<file path="config.mk">
export PLATFORM = sky130hd
export DESIGN_NAME = layer_2_leaky_collector
export DESIGN_NICKNAME = d
export VERILOG_FILES = /design/src/rtl/layer_2_leaky_collector.sv
export SDC_FILE = /design/constraint.sdc
export NUM_CORES = 1
export LEC_CHECK = 0
export CAP_MARGIN = 10
export CELL_PAD_IN_SITES_DETAIL_PLACEMENT = 0
export CELL_PAD_IN_SITES_GLOBAL_PLACEMENT = 1
export CORE_AREA = 10 10 339 341
export DETAILED_ROUTE_END_ITERATION = 16
export DIE_AREA = 0 0 349 351
export MAX_ROUTING_LAYER = met4
export PLACE_DENSITY_LB_ADDON = 0.1
export SETUP_SLACK_MARGIN = 0.5
export SYNTH_ARGS = -nofsm -noshare
export SYNTH_HDL_FRONTEND = slang
export SYNTH_SLANG_ARGS = --single-unit
</file>
<file path="constraint.sdc">
create_clock -name clk -period 3.4 [get_ports clk]
set_input_delay 0.68 -clock clk [delete_from_list [all_inputs] [get_ports clk]]
set_output_delay 0.68 -clock clk [all_outputs]
set_load 0.02 [all_outputs]
</file>
<file path="src/rtl/layer_2_leaky_collector.sv">
// -----------------------------------------------------------------------------
// layer_2_leaky_collector
//
// Purpose:
//    Serial-to-parallel stage feeding the 10-way argmax block. The 10 layer-2
//    neuron accumulator results arrive one per valid/ready handshake (neuron 1
//    first). Each result passes through a leaky ReLU and lands in its own
//    output register. After the 10th value the block pulses load for one
//    cycle, then freezes its outputs until the argmax stage reports max_done.
//
// Ports:
//    clk                       rising-edge clock, the only clock
//    reset                     synchronous, active-high reset
//    in_valid / in_data        signed accumulator result and its qualifier
//    in_ready                  high while collecting (value accepted on edge)
//    max_done                  completion from the argmax stage
//    load                      single-cycle pulse to the argmax stage
//    layer_2_output_leaky_N    leaky ReLU result for neuron N (N = 1..10)
//    frame_busy                high from first accept until max_done
//    timeout_err               sticky WAIT_DONE timeout flag
//
// Configuration:
//    LEAKY_TIMEOUT_EN  when defined, WAIT_DONE gives up after TIMEOUT_CYCLES
//                      cycles without max_done and sets timeout_err. When
//                      undefined, WAIT_DONE waits forever and timeout_err = 0.
// -----------------------------------------------------------------------------
module layer_2_leaky_collector #(
   parameter int INPUT_SIZE     = 81,
   parameter int LEAK_SHIFT     = 3,
   parameter int TIMEOUT_CYCLES = 255
) (
   input  logic                         clk,
   input  logic                         reset,
   input  logic                         in_valid,
   input  logic signed [INPUT_SIZE-1:0] in_data,
   output logic                         in_ready,
   input  logic                         max_done,
   output logic                         load,
   output logic signed [INPUT_SIZE-1:0] layer_2_output_leaky_1,
   output logic signed [INPUT_SIZE-1:0] layer_2_output_leaky_2,
   output logic signed [INPUT_SIZE-1:0] layer_2_output_leaky_3,
   output logic signed [INPUT_SIZE-1:0] layer_2_output_leaky_4,
   output logic signed [INPUT_SIZE-1:0] layer_2_output_leaky_5,
   output logic signed [INPUT_SIZE-1:0] layer_2_output_leaky_6,
   output logic signed [INPUT_SIZE-1:0] layer_2_output_leaky_7,
   output logic signed [INPUT_SIZE-1:0] layer_2_output_leaky_8,
   output logic signed [INPUT_SIZE-1:0] layer_2_output_leaky_9,
   output logic signed [INPUT_SIZE-1:0] layer_2_output_leaky_10,
   output logic                         frame_busy,
   output logic                         timeout_err
);

   typedef enum logic [1:0] {
      COLLECT   = 2'd0,
      LOAD      = 2'd1,
      WAIT_DONE = 2'd2
   } state_t;

   localparam logic [3:0] LAST_INDEX = 4'd9;

   state_t                        state_reg;
   logic [3:0]                    index_reg;
   logic                          in_ready_reg;
   logic                          load_reg;
   logic                          frame_busy_reg;
   logic                          accept;
   logic                          expired;
   logic signed [INPUT_SIZE-1:0]  leaky;
   logic signed [INPUT_SIZE-1:0]  out_val [10];

   // in_ready_reg is high exactly when state_reg == COLLECT, so accept can
   // only happen while collecting.
   assign accept = in_valid & in_ready_reg;

   // Arithmetic shift on a signed operand rounds toward minus infinity and
   // sign-extends; a negative input can only shrink in magnitude, so the
   // result always fits the input width.
   always_comb begin
      leaky = in_data;
      if (in_data[INPUT_SIZE-1]) begin
         leaky = in_data >>> LEAK_SHIFT;
      end
   end

   // Control FSM. load is registered: it is set on the edge that stores the
   // 10th value and cleared on the edge that leaves LOAD.
   always_ff @(posedge clk) begin
      if (reset) begin
         state_reg      <= COLLECT;
         index_reg      <= 4'd0;
         in_ready_reg   <= 1'b1;
         load_reg       <= 1'b0;
         frame_busy_reg <= 1'b0;
      end else begin
         load_reg <= 1'b0;
         case (state_reg)
            COLLECT: begin
               if (accept) begin
                  frame_busy_reg <= 1'b1;
                  if (index_reg == LAST_INDEX) begin
                     index_reg    <= 4'd0;
                     state_reg    <= LOAD;
                     in_ready_reg <= 1'b0;
                     load_reg     <= 1'b1;
                  end else begin
                     index_reg <= index_reg + 4'd1;
                  end
               end
            end
            LOAD: begin
               state_reg <= WAIT_DONE;
            end
            WAIT_DONE: begin
               // The argmax stage rereads the outputs every cycle until it
               // finishes, so nothing is written here.
               if (max_done || expired) begin
                  state_reg      <= COLLECT;
                  in_ready_reg   <= 1'b1;
                  frame_busy_reg <= 1'b0;
               end
            end
            default: begin
               state_reg    <= COLLECT;
               in_ready_reg <= 1'b1;
            end
         endcase
      end
   end

`ifdef LEAKY_TIMEOUT_EN
   localparam int CNT_W = ($clog2(TIMEOUT_CYCLES + 1) > 8) ? $clog2(TIMEOUT_CYCLES + 1) : 8;
   localparam logic [CNT_W-1:0] WAIT_LAST = CNT_W'(TIMEOUT_CYCLES - 1);

   logic [CNT_W-1:0] wait_cnt_reg;
   logic             timeout_err_reg;

   // Counter is 0 in the first WAIT_DONE cycle, so expiry lands on the
   // TIMEOUT_CYCLES-th WAIT_DONE cycle.
   assign expired = (state_reg == WAIT_DONE) && (wait_cnt_reg == WAIT_LAST);

   always_ff @(posedge clk) begin
      if (reset) begin
         wait_cnt_reg    <= '0;
         timeout_err_reg <= 1'b0;
      end else if (state_reg != WAIT_DONE) begin
         wait_cnt_reg <= '0;
      end else begin
         wait_cnt_reg <= wait_cnt_reg + 1'b1;
         // A max_done coinciding with expiry is a normal completion.
         if (expired && !max_done) begin
            timeout_err_reg <= 1'b1;
         end
      end
   end

   assign timeout_err = timeout_err_reg;
`else
   logic unused_timeout_cfg;

   // Keeps the parameter referenced when the timeout logic is not built.
   assign unused_timeout_cfg = |TIMEOUT_CYCLES;
   assign expired            = 1'b0;
   assign timeout_err        = 1'b0;
`endif

   // One register per neuron; only the slot addressed by index_reg loads.
   for (genvar gi = 0; gi < 10; gi++) begin : g_out
      logic signed [INPUT_SIZE-1:0] val_reg;

      always_ff @(posedge clk) begin
         if (reset) begin
            val_reg <= '0;
         end else if (accept && (index_reg == 4'(gi))) begin
            val_reg <= leaky;
         end
      end

      assign out_val[gi] = val_reg;
   end

   assign in_ready                = in_ready_reg;
   assign load                    = load_reg;
   assign frame_busy              = frame_busy_reg;
   assign layer_2_output_leaky_1  = out_val[0];
   assign layer_2_output_leaky_2  = out_val[1];
   assign layer_2_output_leaky_3  = out_val[2];
   assign layer_2_output_leaky_4  = out_val[3];
   assign layer_2_output_leaky_5  = out_val[4];
   assign layer_2_output_leaky_6  = out_val[5];
   assign layer_2_output_leaky_7  = out_val[6];
   assign layer_2_output_leaky_8  = out_val[7];
   assign layer_2_output_leaky_9  = out_val[8];
   assign layer_2_output_leaky_10 = out_val[9];

endmodule

</file>
# == Word-level counts from Yosys, hierarchy flattened ==
# Cells that the tools add are included.
# word_totals
regBits,819
in_bits,85
out_inout_bits,814
word_cells,66
# classes
add_sub_neg,1
eq_ne,14
n_mux,14
n_bitwise,4
n_reduce_logical,18
# ops
operator,n
2-to-1 mux 81 bit,1
"== test 4 x 3 -> 1 bit, second input constant",4
logical AND 1 bit,10
"== test 4 x 2 -> 1 bit, second input constant",2
"== test 4 bit, second input constant",2
2-to-1 mux 1 bit,6
2-to-1 mux 2 bit,3
"!= test 2 bit, second input constant",3
one-hot mux 2 bit (3 select lines),1
AND reduction 3 bit,2
"adder 4 x 1 -> 4 bit, second input constant",1
"== test 4 x 1 -> 1 bit, second input constant",1
zero test 4 bit,1
2-to-1 mux 4 bit,1
AND reduction 4 bit,1
inverter 1 bit,3
one-hot mux 1 bit (3 select lines),1
OR reduction 3 bit,1
"== test 2 x 1 -> 1 bit, second input constant",1
"== test 2 bit, second input constant",1
zero test 2 bit,1
one-hot mux 1 bit (2 select lines),1
AND reduction 2 bit,1
nonzero test 2 bit,1
bitwise AND 1 bit,1

# == Longest topological paths before layout ==
# Gate-level depths: netlist of the first run.
# depth
ltp_word,4
ltp_mapped,7
ltp_nobuf,3

# == Worst setup path before layout of the first run ==
# No wires, ideal clock.
# synth_path
kind,input port to flip-flop
start,input reset
end,register g_out[0].val_reg[0] (netlist: layer_2_output_leaky_1[0])
arrival_time_ns,1.740
required_ns,3.257
path_slack_ns,1.517
cell_stages,5
path_buffers,4
cell_sequence,clkbuf_1 > clkbuf_1 > clkbuf_1 > clkbuf_1 > a211oi_1
# synth_lines
element,line_no,source
from (decl),33,"input logic reset,"
to (signal assigned),174,val_reg <= leaky;
to (decl),168,logic signed [INPUT_SIZE-1:0] val_reg;
# No word-level cell between the ends.

# == Worst setup path after layout of the first run ==
# layout_path
start,register in_ready_reg (netlist: in_ready)
end,output in_ready
# layout_lines
element,line_no,source
from (decl),63,logic in_ready_reg;
from (signal assigned),91,in_ready_reg <= 1'b1;
from (signal assigned),103,in_ready_reg <= 1'b0;
from (signal assigned),118,in_ready_reg <= 1'b1;
to (decl),36,"output logic in_ready,"
# No word-level cell between the ends.

==> reports/metrics.csv, run 1 <==
stage,metric,value,unit
outcome,status,"finished, final reports clean",
setup_path,worst path buffer plus inverter count,1,
power,Pleak,14.47,nW
setup_path,CP peak stage delay,770,ps
cts,clk sink count,819,
detailed_routing,drt first pass iters,5,
timing,RSZ-0062 raised after global routing,false,
placed_design,IO Port Bufs,897,
setup_path,chain of cells forming the critical path,clkdlybuf4s50_1,
detailed_routing,initial DRC count,2061,
setup_path,Slowest cell on crit path,clkdlybuf4s50_1,
die,die height,351,um
yosys,Mapped Area,30400,um2
global_routing,GRT Total Usage,25.21,%
yosys,simple-gate share of the synthesized area,6.066,%
timing,"Slew Viols, Final",0,
timing,post-route clock period utilization,78.79,%
timing,Clock Skew,20.56,ps
global_routing,aggregate global routing overflow,0,
setup_path,Arrival @ worst endpoint,2000,ps
detailed_routing,# DRC,0,
yosys,main combinational cell family by area after synthesis,compound AO/OA/AOI/OAI gates,
cts,CTS H-Tree Depth,3,
yosys,multiplexer area fraction after synthesis,7.869,%
cts,"Clk pin slew, worst setup/hold paths",60,ps
global_routing,first-pass GRT wire length,219600,um
timing,Worst Max-Slew Pin Slew,917.6,ps
global_routing,vias in the first global route,27059,
detailed_routing,DRT Wirelength,158200,um
finish,"commonest cells after routing, fill and taps aside","clkdlybuf4s50_1 (895), dfxtp_1 (819), a21oi_1 (652)",
yosys,"Avg Cell Area, Syn",10.11,um2
detailed_routing,Vias/cell,5.205,
power,Power Dens Cells,526.2,nW/um2
finish,layout cells sized above 1,11.11,%
yosys,dominant cell type by area after synthesis,dfxtp_1,
timing,final count of hold timing violations,0,
placed_design,RD Place Congestion,0.7911,
finish,Final Net Count,3910,
detailed_routing,vias,27730,
timing,Peak Freq,0.3733,GHz
hold_path,Hold Crit Class,reg -> reg,
die,Die ar.,122500,um2
cts,CTS Hold Buffers Added,0,
setup_path,Crit. End Element,output pin,
setup_path,Worst Setup Path Type,reg -> out,
cts,PostCTS Resize Cnt,0,
timing,minimum clock period,2679,ps
cts,total setup buffers inserted after CTS,0,
die,Core ar.,108100,um2
cts,clock buffer depth,3,
cts,CTS Buf Count,97,
timing,Sum Neg Setup Slack,0,ps
setup_path,"CP delay by family, top",buffers and inverters,
yosys,Yosys reg bits,819,
setup_path,CP required,2720,ps
die,Horiz. Die Dim,349,um
yosys,Compound-Gate Fraction of Synth Area,26.86,%
die,IO Pins,899,
yosys,synth warn,0,
detailed_routing,Avg WL per Cell,29.69,um
placed_design,HPWL Detailed,108700,um
setup_path,Startpoint Class,flop,
power,Worst VDD drop,0.0003647,V
detailed_routing,Routed Antenna Nets,0,
placed_design,placed insts,5140,
die,initial cell density of the core,28.12,%
finish,area grow syn2layout,47.37,%
yosys,ranking of synthesized cells by area,"dfxtp_1 (54%), a211oi_1 (16%), a21oi_1 (11%)",
finish,"commonest non-fill, non-tap cell in the layout",clkdlybuf4s50_1,
cts,CTS tree,yes,
cts,Clock Latency Late Sink,680,ps
yosys,"Seq/Total Area, Yosys",53.93,%
timing,worst rel slew slack,38.60,%
timing,setup violators final,0,
finish,filler instances,10674,
job,Max-cap violations,0,
yosys,post-synthesis xor/xnor area fraction,0.02881,%
yosys,post-synthesis adder-cell area fraction,0,%
yosys,Yosys cell types,34,
setup_path,peak fanout along the critical path,10,
die,# rows,121,
yosys,Synth Net Count,3091,
finish,post-route insts no fill,5328,
global_routing,largest net degree at the start of global routing,108,
global_routing,initial antenna violation count,7,
yosys,area share of the largest cell type after synthesis,53.93,%
yosys,Synth Instances,3006,
cts,CTS root buf,clkbuf_16,
-- worst register-to-register path, stage by stage, from the launching register on --
cell	delay [ps]
dfxtp_1	640
and2_4	770
buf_4	440
a21oi_1	160
a211oi_1	210
-- metal layers --
metal	wire [um]	global-route usage [%]
met5	0	-
met4	5546	8.601
met3	11060	6.618
met2	76300	41.43
met1	65290	29.72
-- cells in the mapped netlist --
master	count
nor2_1	11
nand4bb_1	2
nand3b_1	1
nand2_1	3
nor3_1	1
o21ai_0	8
dfxtp_1	819
nand3_1	10
or2_2	80
nor2b_1	3
nand4_1	1
and3b_1	2
clkbuf_1	191
and3_1	1
and4_1	1
mux2i_1	239
buf_6	8
a21oi_1	652
inv_1	1
xnor2_1	1
a31o_2	2
buf_2	111
nor3b_2	2
buf_1	8
a211oi_1	640
a21bo_2	4
and4bb_1	1
or3_1	3
buf_4	26
and4b_1	2
conb_1	1
and2_1	5
nand2b_1	165
nand4b_1	1
-- power by group --
part	internal [mW]	total, mW	switching [mW]
Clock	6.37	10.7	4.38
Sequential	9.84	9.99	0.146
Combinational	1.03	2.84	1.81
Total	17.2	23.6	6.33
-- logic make-up after synthesis --
family,after synthesis
mux,239
flops,819
buf+inv,345
compound gates,1306
simple gates,295
xor+xnor,1
other cells,1
-- per-stage QoR --
| stage | hold WS (ps) | setup slack, ps | utilization [%] | area (um2) | power [mW] |
|---|---|---|---|---|---|
| 5_1_grt | 473.7 | 608.0 | 41.44 | 44800 | 24.38 |
| 4_1_cts | 437.9 | 665.3 | 41.43 | 44780 | 23.85 |
| 3_5_place_dp | 460.8 | 507.0 | 38.39 | 41490 | 13.05 |
| 2_1_floorplan | 507.2 | 1517 | - | 30400 | 11.54 |
| 6_report | 471.3 | 721.0 | 41.45 | 44800 | 23.58 |
| 3_3_place_gp | 451.2 | 526.8 | 38.39 | 41490 | 13.04 |
-- cell type report --
cell class,count,area (um2),share of cell area [%]
Clock buffer,146,2914,6.504
Multi-Input combinational cell,1842,12510,27.92
Antenna cell,8,20.02,0.04468
Tap cell,1414,1769,3.949
Inverter,1,3.754,0.008378
Timing Repair Buffer,1064,10810,24.14
Clock inverter,34,375.4,0.8378
Sequential cell,819,16400,36.60
-- path summary, 6_finish.rpt --
check | from | end | slack (ps) | cells after the start
setup reg to reg | index_reg[1]$_SDFFE_PP0P_ | layer_2_output_leaky_4[33]$_SDFFE_PP0P_ | 1090 | 4
hold reg to reg | layer_2_output_leaky_3[2]$_SDFFE_PP0P_ | layer_2_output_leaky_3[2]$_SDFFE_PP0P_ | 470 | 2
hold / removal | layer_2_output_leaky_3[2]$_SDFFE_PP0P_ | layer_2_output_leaky_3[2]$_SDFFE_PP0P_ | 470 | 2
setup / recovery | in_ready$_SDFFE_PP1P_ | in_ready | 720 | 1
No activity file was read; power rests on OpenSTA's default activity.
==> run 2, diff against run 1 <==
==> constraint.sdc (replaced) <==
create_clock -name clk -period 2.6 [get_ports clk]
set_input_delay 0.52 -clock clk [delete_from_list [all_inputs] [get_ports clk]]
set_output_delay 0.52 -clock clk [all_outputs]
set_load 0.02 [all_outputs]
==> reports/metrics.csv, run 2 (synthesis results as in run 1) <==
stage,metric,value,unit,change
outcome,status,"finished, final reports clean",,
timing,Worst Max-Slew Pin Slew,1026,ps,+108.5 ps
timing,worst rel slew slack,31.34,%,-7.3 points
timing,final count of hold timing violations,0,,unchanged
cts,CTS root buf,clkbuf_16,,
setup_path,Crit path depth,1,,unchanged
detailed_routing,vias,27961,,+0.83%
finish,"commonest non-fill, non-tap cell in the layout",dfxtp_1,,
timing,Clock Skew,27.52,ps,+6.959 ps
detailed_routing,Routed Antenna Nets,0,,unchanged
die,IO Pins,899,,unchanged
cts,clk sink count,819,,unchanged
job,Max-cap violations,0,,unchanged
finish,layout cells sized above 1,12.57,%,+1.5 points
global_routing,largest net degree at the start of global routing,104,,-3.7%
timing,minimum clock period,2027,ps,
detailed_routing,drt first pass iters,5,,unchanged
setup_path,"CP delay by family, top",flip-flops,,
die,die height,351,um,unchanged
detailed_routing,# DRC,0,,unchanged
setup_path,Critical R2R Launch,index_reg[0]$_SDFFE_PP0P_,,
global_routing,GRT Total Usage,25.25,%,+0.038 points
cts,CTS H-Tree Depth,3,,unchanged
global_routing,initial antenna violation count,6,,-1
setup_path,chain of cells forming the critical path,dlygate4sd2_1,,
timing,setup violators final,0,,unchanged
setup_path,Arrival @ worst endpoint,1510,ps,-490 ps
global_routing,vias in the first global route,27353,,+1.1%
timing,RSZ-0062 raised after global routing,false,,
hold_path,Hold Startpoint,reset,,
die,Core ar.,108100,um2,unchanged
finish,filler instances,11007,,+3.1%
cts,clock buffer depth,3,,unchanged
setup_path,peak fanout along the critical path,2,,-8
placed_design,post-place setup slack,43.72,ps,-463.3 ps
finish,area grow syn2layout,46.85,%,
cts,CTS Buf Count,96,,-1.0%
timing,Sum Neg Setup Slack,0,ps,unchanged
placed_design,HPWL Detailed,112200,um,+3.2%
power,Worst VDD drop,0.0005102,V,+40%
die,Horiz. Die Dim,349,um,unchanged
hold_path,WHS Endpoint,layer_2_output_leaky_2[17]$_SDFFE_PP0P_,,
placed_design,RD Place Congestion,0.8178,,+3.4%
cts,CTS Hold Buffers Added,0,,unchanged
setup_path,reg2reg end,layer_2_output_leaky_3[10]$_SDFFE_PP0P_,,
cts,"Clk pin slew, worst setup/hold paths",60,ps,about the same
detailed_routing,initial DRC count,1813,,-12%
finish,Final Net Count,3975,,+1.7%
global_routing,aggregate global routing overflow,0,,unchanged
setup_path,Crit. Startpoint,layer_2_output_leaky_2[12]$_SDFFE_PP0P_,,
cts,CTS tree,yes,,
setup_path,FF-to-FF path depth,6,,+2
setup_path,CP peak stage delay,450,ps,-320 ps
die,initial cell density of the core,28.12,%,unchanged
detailed_routing,Vias/cell,5.188,,-0.33%
setup_path,Startpoint Class,flop,,
setup_path,Slowest cell on crit path,dfxtp_1,,
global_routing,first-pass GRT wire length,220000,um,+0.14%
timing,"Slew Viols, Final",0,,unchanged
die,# rows,121,,unchanged
timing,final worst slack,572.8,ps,-148.2 ps
placed_design,IO Port Bufs,897,,unchanged
setup_path,worst path buffer plus inverter count,1,,unchanged
setup_path,Crit. End Element,output pin,,
cts,Clock Latency Late Sink,700,ps,+20 ps
timing,post-route clock period utilization,77.97,%,
detailed_routing,Avg WL per Cell,29.52,um,-0.59%
power,Pleak,18.64,nW,+29%
timing,Peak Freq,0.4933,GHz,
hold_path,hold path cells,2,,unchanged
setup_path,CP required,2080,ps,-640 ps
finish,"commonest cells after routing, fill and taps aside","dfxtp_1 (819), dlygate4sd2_1 (807), a21oi_1 (652)",,
power,Power Dens Cells,694.5,nW/um2,+32%
setup_path,Worst R2R Setup Slack,670,ps,-420 ps
hold_path,Hold Crit Class,in -> reg,,
die,Die ar.,122500,um2,unchanged
detailed_routing,DRT Wirelength,159100,um,+0.57%
setup_path,Worst Setup Path Type,reg -> out,,
-- run 2: cell count changes in the layout (fill, tap and decap cells not counted), sizes merged, moves of 7 or more --
cell           change
dlygate4sd2      +807
clkbuf             +7
clkdlybuf4s50    -813
buf               +65
clkinv            -10
-- run 2: metrics by stage --
stage | power [mW] | instances | hold WS (ps) | util, % | cell area [um2]
floorplan | 15.08 | 3006 | 507.2 | - | 30400
global placement | 17.20 | 5198 | 446.0 | 39.09 | 42250
detailed placement | 17.20 | 5198 | 454.3 | 39.09 | 42250
CTS | 31.27 | 5377 | 281.2 | 41.23 | 44560
global route | 32.01 | 5388 | 299.4 | 41.30 | 44640
finish | 31.01 | 5390 | 316.4 | 41.30 | 44640
-- run 2: area by class of cell --
| cell class | instances | area [um2] | share of cell area [%] |
|---|---|---|---|
| Antenna cell | 5 | 12.51 | 0.02803 |
| Multi-Input combinational cell | 1842 | 12510 | 28.02 |
| Clock buffer | 147 | 2867 | 6.421 |
| Timing Repair Buffer | 1130 | 10630 | 23.81 |
| Inverter | 1 | 3.754 | 0.008408 |
| Clock inverter | 32 | 456.7 | 1.023 |
| Sequential cell | 819 | 16400 | 36.73 |
| Tap cell | 1414 | 1769 | 3.963 |
-- run 2: timing repair --
action                     4_1_cts  5_1_grt
resized for setup              816       10
cloned                           0        1
pin swaps                        0        2
buffers inserted                 0        7
setup endpoints to repair      813       66
-- run 2: layer usage --
layer / global-route usage, % / up-vias / wire length, um
li1: - / 12937 / -
met1: 29.93 / 13833 / 66440
met2: 40.37 / 961 / 74830
met3: 6.698 / 230 / 10500
met4: 10.51 / 0 / 7327
met5: - / - / 0
-- run 2: worst register-to-register path: stages (launching register included) --
cell,delay [ps]
dfxtp_1,420
nor3b_4,400
buf_4,170
and3_4,220
buf_12,190
buf_12,230
mux2i_1,230
-- run 2: worst max-delay path by stage --
stage	end	slack (ps)
after CTS	in_ready	410
final	layer_2_output_leaky_2[12]	570
after detailed placement	layer_2_output_leaky_4[57]$_SDFFE_PP0P_	40
after global placement	layer_2_output_leaky_6[79]$_SDFFE_PP0P_	70
after global routing	layer_2_output_leaky_2[17]	510
after floorplan	layer_2_output_leaky_1[0]$_SDFFE_PP0P_	880
-- run 2: power by group --
part           total [mW]  switching (mW)  internal, mW
Clock                14.3            5.78          8.52
Sequential           13.1           0.189          12.9
Combinational        3.65            2.42          1.23
Total                31.0            8.39          22.6
